<file path="src/rtl/bcd_7seg_scan.sv">
// rtl/bcd_7seg_scan.sv - multiplexed 7-segment scan driver with blanking, DP and scan strobes
module bcd_7seg_scan #(
  parameter int N_DIG    = 4,
  parameter int SCAN_DIV = 50000,
  parameter int GAP      = 1,
  parameter bit SEG_AL   = 1'b1,
  parameter bit AN_AL    = 1'b1
) (
  input  logic               clk_i,
  input  logic               clr_i,
  input  logic               ce_i,
  input  logic               ld_i,
  input  logic [4*N_DIG-1:0] d_i,
  input  logic [N_DIG-1:0]   dp_i,
  input  logic               lzb_i,
  output logic [6:0]         seg_o,
  output logic               dp_o,
  output logic [N_DIG-1:0]   an_o,
  output logic               tick_o,
  output logic               frame_o
);

  localparam int PW = (SCAN_DIV > 1) ? $clog2(SCAN_DIV) : 1;
  localparam int IW = (N_DIG > 1) ? $clog2(N_DIG) : 1;

  localparam logic [PW-1:0] PRESC_LAST = PW'(SCAN_DIV - 1);
  localparam logic [PW-1:0] GAP_END    = PW'(GAP);
  localparam logic [IW-1:0] IDX_LAST   = IW'(N_DIG - 1);

  // Levels that mean "off" at the pins, used at reset and when blanking.
  localparam logic [6:0]       SEG_OFF = SEG_AL ? 7'h7F : 7'h00;
  localparam logic             DP_OFF  = SEG_AL;
  localparam logic [N_DIG-1:0] AN_OFF  = AN_AL ? {N_DIG{1'b1}} : {N_DIG{1'b0}};

  logic [PW-1:0]           presc_q, presc_d;
  logic [IW-1:0]           idx_q, idx_d;
  logic [N_DIG-1:0][3:0]   dig_q, dig_d;
  logic [N_DIG-1:0]        dpr_q, dpr_d;
  logic [6:0]              seg_q, seg_d;
  logic                    dp_q, dp_d;
  logic [N_DIG-1:0]        an_q, an_d;
  logic                    tick_q, tick_d;
  logic                    frame_q, frame_d;

  // Active-high segment pattern {g,f,e,d,c,b,a}; non-BCD codes show a dash.
  function automatic logic [6:0] bcd_to_seg(input logic [3:0] v);
    case (v)
      4'd0:    bcd_to_seg = 7'h3F;
      4'd1:    bcd_to_seg = 7'h06;
      4'd2:    bcd_to_seg = 7'h5B;
      4'd3:    bcd_to_seg = 7'h4F;
      4'd4:    bcd_to_seg = 7'h66;
      4'd5:    bcd_to_seg = 7'h6D;
      4'd6:    bcd_to_seg = 7'h7D;
      4'd7:    bcd_to_seg = 7'h07;
      4'd8:    bcd_to_seg = 7'h7F;
      4'd9:    bcd_to_seg = 7'h6F;
      default: bcd_to_seg = 7'h40;
    endcase
  endfunction

  logic [N_DIG-1:0] zero_up;   // zero_up[i]: digit i and every higher digit are 4'h0
  logic             blank;
  logic             dp_cur;
  logic             in_gap;
  logic             wrap;
  logic [6:0]       seg_raw;
  logic [N_DIG-1:0] an_raw;

  // Leading-zero chain, current-digit decode and the next registered outputs.
  always_comb begin
    zero_up = '0;
    zero_up[N_DIG-1] = (dig_q[N_DIG-1] == 4'h0);
    for (int i = N_DIG - 2; i >= 0; i--) begin
      zero_up[i] = zero_up[i+1] && (dig_q[i] == 4'h0);
    end
    blank   = lzb_i && (idx_q != '0) && zero_up[idx_q];
    dp_cur  = dpr_q[idx_q];
    in_gap  = (presc_q < GAP_END);
    seg_raw = blank ? 7'h00 : bcd_to_seg(dig_q[idx_q]);
    // A blanked digit still gets its anode if its decimal point must show.
    an_raw  = (!in_gap && (!blank || dp_cur)) ? (N_DIG'(1) << idx_q) : '0;
    seg_d   = SEG_AL ? ~seg_raw : seg_raw;
    dp_d    = SEG_AL ? ~dp_cur : dp_cur;
    an_d    = AN_AL ? ~an_raw : an_raw;
  end

  // Prescaler, digit index, scan strobes and display-register load.
  always_comb begin
    wrap    = ce_i && (presc_q == PRESC_LAST);
    presc_d = presc_q;
    idx_d   = idx_q;
    if (ce_i) begin
      presc_d = wrap ? '0 : presc_q + PW'(1);
    end
    if (wrap) begin
      idx_d = (idx_q == IDX_LAST) ? '0 : idx_q + IW'(1);
    end
    tick_d  = wrap;
    frame_d = wrap && (idx_q == IDX_LAST);
    dig_d   = ld_i ? d_i : dig_q;
    dpr_d   = ld_i ? dp_i : dpr_q;
  end

  // State and output registers; clear wins over load and scan enable.
  always_ff @(posedge clk_i) begin
    if (clr_i) begin
      presc_q <= '0;
      idx_q   <= '0;
      dig_q   <= '0;
      dpr_q   <= '0;
      seg_q   <= SEG_OFF;
      dp_q    <= DP_OFF;
      an_q    <= AN_OFF;
      tick_q  <= 1'b0;
      frame_q <= 1'b0;
    end else begin
      presc_q <= presc_d;
      idx_q   <= idx_d;
      dig_q   <= dig_d;
      dpr_q   <= dpr_d;
      seg_q   <= seg_d;
      dp_q    <= dp_d;
      an_q    <= an_d;
      tick_q  <= tick_d;
      frame_q <= frame_d;
    end
  end

  assign seg_o   = seg_q;
  assign dp_o    = dp_q;
  assign an_o    = an_q;
  assign tick_o  = tick_q;
  assign frame_o = frame_q;

endmodule

</file>
<file path="config.mk">
export PLATFORM = sky130hd
export DESIGN_NAME = bcd_7seg_scan
export DESIGN_NICKNAME = d
export VERILOG_FILES = /design/src/rtl/bcd_7seg_scan.sv
export SDC_FILE = /design/constraint.sdc
export NUM_CORES = 1
export LEC_CHECK = 0
export CORE_ASPECT_RATIO = 0.8
export CORE_MARGIN = 2
export CORE_UTILIZATION = 30
export DETAILED_ROUTE_END_ITERATION = 10
export GPL_TIMING_DRIVEN = 0
export PLACE_DENSITY = 0.58
export SKIP_LAST_GASP = 1
export SYNTH_ARGS = -nofsm -noshare
export SYNTH_HDL_FRONTEND = slang
export SYNTH_SLANG_ARGS = --single-unit
export TNS_END_PERCENT = 10
</file>
<file path="constraint.sdc">
create_clock -name clk_i -period 4.75 [get_ports clk_i]
set_clock_uncertainty 0.15 [all_clocks]
set_input_delay 0.475 -clock clk_i [delete_from_list [all_inputs] [get_ports clk_i]]
set_output_delay 0.475 -clock clk_i [all_outputs]
set_load 0.02 [all_outputs]
</file>
==> results of run 1 <==
metrics by stage:
step | power, mW | hold slack, ns | cell area (um2)
3_5_place_dp | 0.5790 | 0.3353 | 2846
4_1_cts | 0.8312 | 0.3567 | 2935
5_1_grt | 0.8609 | 0.3794 | 2935
3_3_place_gp | 0.5776 | 0.3255 | 2846
2_1_floorplan | 0.5308 | 0.3046 | 2345
6_report | 0.8174 | 0.3466 | 2935
area by class of cell:
cell class              instances  area, um2  share of cell area
well taps                     105      131.4             0.04476
multi-input cells             164       1214              0.4135
repair buffers                 37      370.4              0.1262
flip-flops and latches         52       1041              0.3546
clock buffers                   6      72.57             0.02472
plain buffers                  11      56.30             0.01918
inverters                       9      33.78             0.01151
clock inverters                 2      16.27            0.005541
registers in the layout, indices dropped and copies added, names as in the netlist:
signal   cells
dig_q       16
presc_q     16
seg_o        7
an_o         4
dpr_q        4
idx_q        2
dp_o         1
frame_o      1
tick_o       1
synthesized netlist by cell type (2+ instances only):
master	instances	area share
nor4_1	5	0.013
and4_2	2	0.0085
and2_1	4	0.011
xor2_1	9	0.034
nand4_1	4	0.011
mux4_2	5	0.048
nor4b_1	2	0.0075
nor2_1	36	0.058
nand2_1	16	0.026
buf_2	5	0.011
ha_1	12	0.064
mux2i_1	20	0.085
o21ai_0	8	0.017
and3_1	2	0.0053
clkbuf_1	4	0.0064
nor3b_1	2	0.0064
and4_1	3	0.011
a21oi_1	6	0.013
a2bb2o_1	2	0.0085
nand3_1	4	0.0085
inv_1	9	0.014
dfxtp_1	52	0.44
worst paths after layout:
| kind | to | slack [ns] | cells past startpoint |
|---|---|---|---|
| worst max-delay path | an_o[3] | 2.40 | 7 |
| worst min-delay path | dpr_q[0] | 0.35 | 2 |
| worst max register to register | an_o[3] | 2.40 | 7 |
| worst min register to register | dpr_q[0] | 0.35 | 2 |
worst max-delay path, cell delays in order, from the launching register on:
cell      delay, ns
dfxtp_1        0.37
buf_2          0.26
inv_1          0.11
ha_1           0.24
nor4b_1        0.33
o311ai_0       0.24
o41a_1         0.49
nand2_1        0.10
where the power goes:
group	total (mW)	internal, mW	switching [mW]
Sequential	0.465	0.454	0.0107
Combinational	0.104	0.0552	0.0485
Clock	0.249	0.105	0.144
Total	0.817	0.614	0.203
placed cells by master, fill, tap and decap left out, types with 6 or more instances in the layout:
master           count
clkdlybuf4s50_1     37
a21oi_1              6
o21ai_0              8
nor2_1              36
inv_1                9
mux2i_1             20
ha_1                12
nand2_1             16
xor2_1               9
dfxtp_1             52
metal layers:
| metal | up-vias | global-route usage | routed length [um] |
|---|---|---|---|
| met3 | 8 | 0.02862 | 313 |
| met5 | - | 0 | 0 |
| met1 | 828 | 0.1849 | 2449 |
| met2 | 49 | 0.1670 | 1966 |
| met4 | 0 | 0.04665 | 81 |
| li1 | 922 | - | - |
cells by family (layout without fill, tap and decap cells):
group / after synthesis / in the layout / share of synthesized area
flip-flops: 52 / 52 / 0.4440
buffers and inverters: 20 / 65 / 0.03841
multiplexers: 26 / 26 / 0.1382
adder cells (fa/ha/maj): 12 / 12 / 0.06403
AO/OA/AOI/OAI: 28 / 28 / 0.08165
XOR/XNOR: 10 / 10 / 0.03736
AND/OR/NAND/NOR: 88 / 88 / 0.1964
==> flow_summary.yaml, run 1 <==
place:
  hpwl_um: 3649
  dpl_worst_slack_ns: 2.230
  port_buffers: 37
  gp_congestion: 0.7419
  dp_cells: 378
logic_synthesis:
  async_reset_ff_frac: 0
  synth_seq_cells: 52
  netlist_area_um2: 2345
  synth_edf_count: 0
  ys_types: 46
  syn_area_per_cell_um2: 9.935
  syn-num-nets: 273
  synthesis.instances: 236
  synthFlopType: "dfxtp_1"
  synth_warnings: 0
  ys_seq_area_frac: 0.4440
sta:
  fin_crit_sh: 0.4949
  final_hold_viol_count: 0
  slew_violations: 0
  rsz0062_at_grt: "false"
  setup_slack_ns: 2.399
  setup_violations: 0
  period_needed_ns: 2.351
  tightest_slew_ns: 0.7063
  setup_tns_ns: 0
  fmax_mhz: 425.4
  maxSlewHeadroom: 0.5291
clock_network:
  insertion_delay_ns: 0.31
  cts_root_buf: "clkbuf_8"
  postCtsSetupRepairBufs: 0
  htree_levels: 2
  cts_sinks: 52
  cts_buffers: 5
  clockBufferDepth: 2
  ctsHoldBuffers: 0
  cts_tree: "done"
  ctsResizeCount: 0
  clkSlewWorstSetupHoldPaths_ns: 0.09
finish:
  nNetsFinal: 317
  n_fill_cell: 800
  drive_gt1_frac: 0.09609
  area_growth_pct: 25.19
  final_util: 0.3915
  antenna_cells: 0
  fin_cells: 386
global_route:
  antenna_found_initial: 0
  grt_pass1_wl_um: 8197
  grt_max_degree: 17
  grt_usage: 0.1225
  grt_pass1_vias: 1662
  overflow: 0
outcome:
  status: "finished clean"
die:
  die_area_um2: 8543
  rows: 28
  core_um2: 7497
  ios: 39
  die_y_um: 83.08
  start_util: 0.3128
  chipWidth_um: 102.8
routing:
  viasPerCell: 4.681
  drt_iter0_markers: 78
  drt_wl_total_um: 4811
  num_vias: 1807
  firstDrtPassIters: 4
  final_antenna_net_count: 0
  wl_per_cell_um: 12.46
  drc: 0
critical_path:
  crit_path_end_kind: "flop"
  start_kind: "flop"
  rr_startpoint: "idx_q[0]"
  worstSetupPathType: "reg2reg"
  path_max_fanout: 9
  cp.required_ns: 4.85
  startpoint: "idx_q[0]"
  arrival_ns: 2.45
power_and_ir_drop:
  ir_worst_vdd_v: 0.0001077
  p_leak_nw: 1.156
  power.density_nw_per_um2: 278.5
run:
  drv_cap: 0
worst_hold_path:
  hp-start: "dpr_q[0]"
  hp-class: "reg2reg"
Power figures use the tool's default switching activity.
==> inputs of run 2 (changes only) <==
==> constraint.sdc (replaced) <==
create_clock -name clk_i -period 2.3 [get_ports clk_i]
set_clock_uncertainty 0.15 [all_clocks]
set_input_delay 0.23 -clock clk_i [delete_from_list [all_inputs] [get_ports clk_i]]
set_output_delay 0.23 -clock clk_i [all_outputs]
set_load 0.02 [all_outputs]
==> run 2 against run 1 <==
Critical path depth stayed put. Clock power up 110%. Via count is 0.22% higher. Total power is 110% higher. Final cell count unchanged. Global-route usage is the same. Die area unchanged. Register-to-register slack got worse by 2.3 ns. Maximum frequency is 7.8% higher. Design area rose by 0.38%. Combinational power grew 110%. Sequential share of layout area down 0.14 points. Critical endpoint unchanged.
==> flow_summary.yaml, run 2 (synthesized netlist as in run 1, its figures left out) <==
clock_network:
  ctsHoldBuffers: 0
  cts_root_buf: "clkbuf_8"
  insertion_delay_ns: 0.31
  clkSlewWorstSetupHoldPaths_ns: 0.09
  cts_buffers: 5
  htree_levels: 2
  cts_sinks: 52
  cts_tree: "done"
  clockBufferDepth: 2
critical_path:
  crit_path_max_incr_delay_ns: 0.48
  worst-path-buf-inv: 2
  arrival_ns: 2.29
  path_cells: "buf_4, inv_1, ha_1, nor4b_2, o311ai_0, o41a_1, nand2_1"
  cp_slowest_cell: "o41a_1"
  path_max_fanout: 9
  cp_top_family: "compound AO/OA/AOI/OAI gates"
  crit_path_end_kind: "flop"
  worstSetupPathType: "reg2reg"
  start_kind: "flop"
  cp.required_ns: 2.41
finish:
  drive_gt1_frac: 0.09964
  nNetsFinal: 317
  antenna_cells: 0
  final_util: 0.3930
  final_common_cell: "dfxtp_1"
  area_growth_pct: 25.67
  layout_common_cells: "dfxtp_1 (52), clkdlybuf4s50_1 (37), nor2_1 (36)"
  n_fill_cell: 800
sta:
  setup_tns_ns: 0
  fin_crit_sh: 0.9482
  slew_violations: 0
  rsz0062_at_grt: "true"
  period_needed_ns: 2.181
  fin_hold_ws_ns: 0.3466
  final_hold_viol_count: 0
  setup_slack_ns: 0.1191
  tightest_slew_ns: 0.7085
  fmax_mhz: 458.5
  maxSlewHeadroom: 0.5277
  setup_violations: 0
die:
  ios: 39
  start_util: 0.3128
  die_y_um: 83.08
  rows: 28
  chipWidth_um: 102.8
  core_um2: 7497
  die_area_um2: 8543
place:
  hpwl_um: 3649
  gp_congestion: 0.7419
  dpl_worst_slack_ns: -0.03090
  port_buffers: 37
global_route:
  grt_usage: 0.1225
  grt_pass1_wl_um: 8217
  grt_max_degree: 17
  grt_pass1_vias: 1664
  antenna_found_initial: 0
  overflow: 0
routing:
  wl_per_cell_um: 12.55
  drc: 0
  num_vias: 1811
  viasPerCell: 4.692
  drt_iter0_markers: 60
  drt_wl_total_um: 4843
  firstDrtPassIters: 4
  final_antenna_net_count: 0
run:
  drv_cap: 0
power_and_ir_drop:
  power.density_nw_per_um2: 574.1
  finalPower_mw: 1.692
  ir_worst_vdd_v: 0.0002265
  p_leak_nw: 1.156
outcome:
  status: "finished clean"
worst_hold_path:
  hp-class: "reg2reg"
-- run 2: changes by cell type in the layout (fill, tap and decap cells not counted) --
cell	delta
buf_2	-2
buf_4	+1
clkbuf_4	+1
nor4b_1	-1
nor4b_2	+1
-- run 2: report_power, final --
| part | total, mW | switching [mW] | internal (mW) |
|---|---|---|---|
| logic | 0.214 | 0.100 | 0.114 |
| registers | 0.960 | 0.0224 | 0.937 |
| clock network | 0.518 | 0.301 | 0.217 |
-- run 2: worst reg2reg max path: cells and delay by family (launching register included) --
family                     cells  cell delay (ns)
buffers and inverters          2             0.30
DFF                            1             0.37
AOI/OAI and AO/OA              2             0.70
and+or+nand+nor                2             0.36
adders and majority gates      1             0.24
-- run 2: routing by layer --
layer	up-vias	share of wire	global-route usage	routed length, um
met4	0	0.017	0.04665	81
li1	917	-	-	-
met3	8	0.050	0.02862	244
met1	843	0.52	0.1833	2535
met5	-	0	0	0
met2	43	0.41	0.1687	1982
-- run 2: what timing repair did --
action / CTS / global route
endpoints found under the setup margin: 4 / 5
resized for setup: 2 / 1
setup buffers: 0 / 0
-- run 2: worst paths after layout --
path / cells after the start / to / from / slack [ns]
worst min-delay path: 2 / dpr_q[0] / dpr_q[0] / 0.35
worst max-delay path: 7 / an_o[3] / idx_q[0] / 0.12
worst min register to register: 2 / dpr_q[0] / dpr_q[0] / 0.35
worst max register to register: 7 / an_o[3] / idx_q[0] / 0.12
-- run 2: area by class of cell --
cell class | count | area, um2 | share of cell area
clock buffers | 6 | 72.57 | 0.02463
clock inverters | 2 | 16.27 | 0.005520
repair buffers | 37 | 370.4 | 0.1257
well taps | 105 | 131.4 | 0.04459
multi-input cells | 164 | 1220 | 0.4140
plain buffers | 11 | 61.31 | 0.02081
flip-flops and latches | 52 | 1041 | 0.3533
inverters | 9 | 33.78 | 0.01146
-- run 2: stage by stage --
| stage | area (um2) | instances |
|---|---|---|
| floorplan | 2345 | 236 |
| global placement | 2846 | 378 |
| detailed placement | 2846 | 378 |
| CTS | 2944 | 386 |
| global route | 2947 | 386 |
| finish | 2947 | 386 |
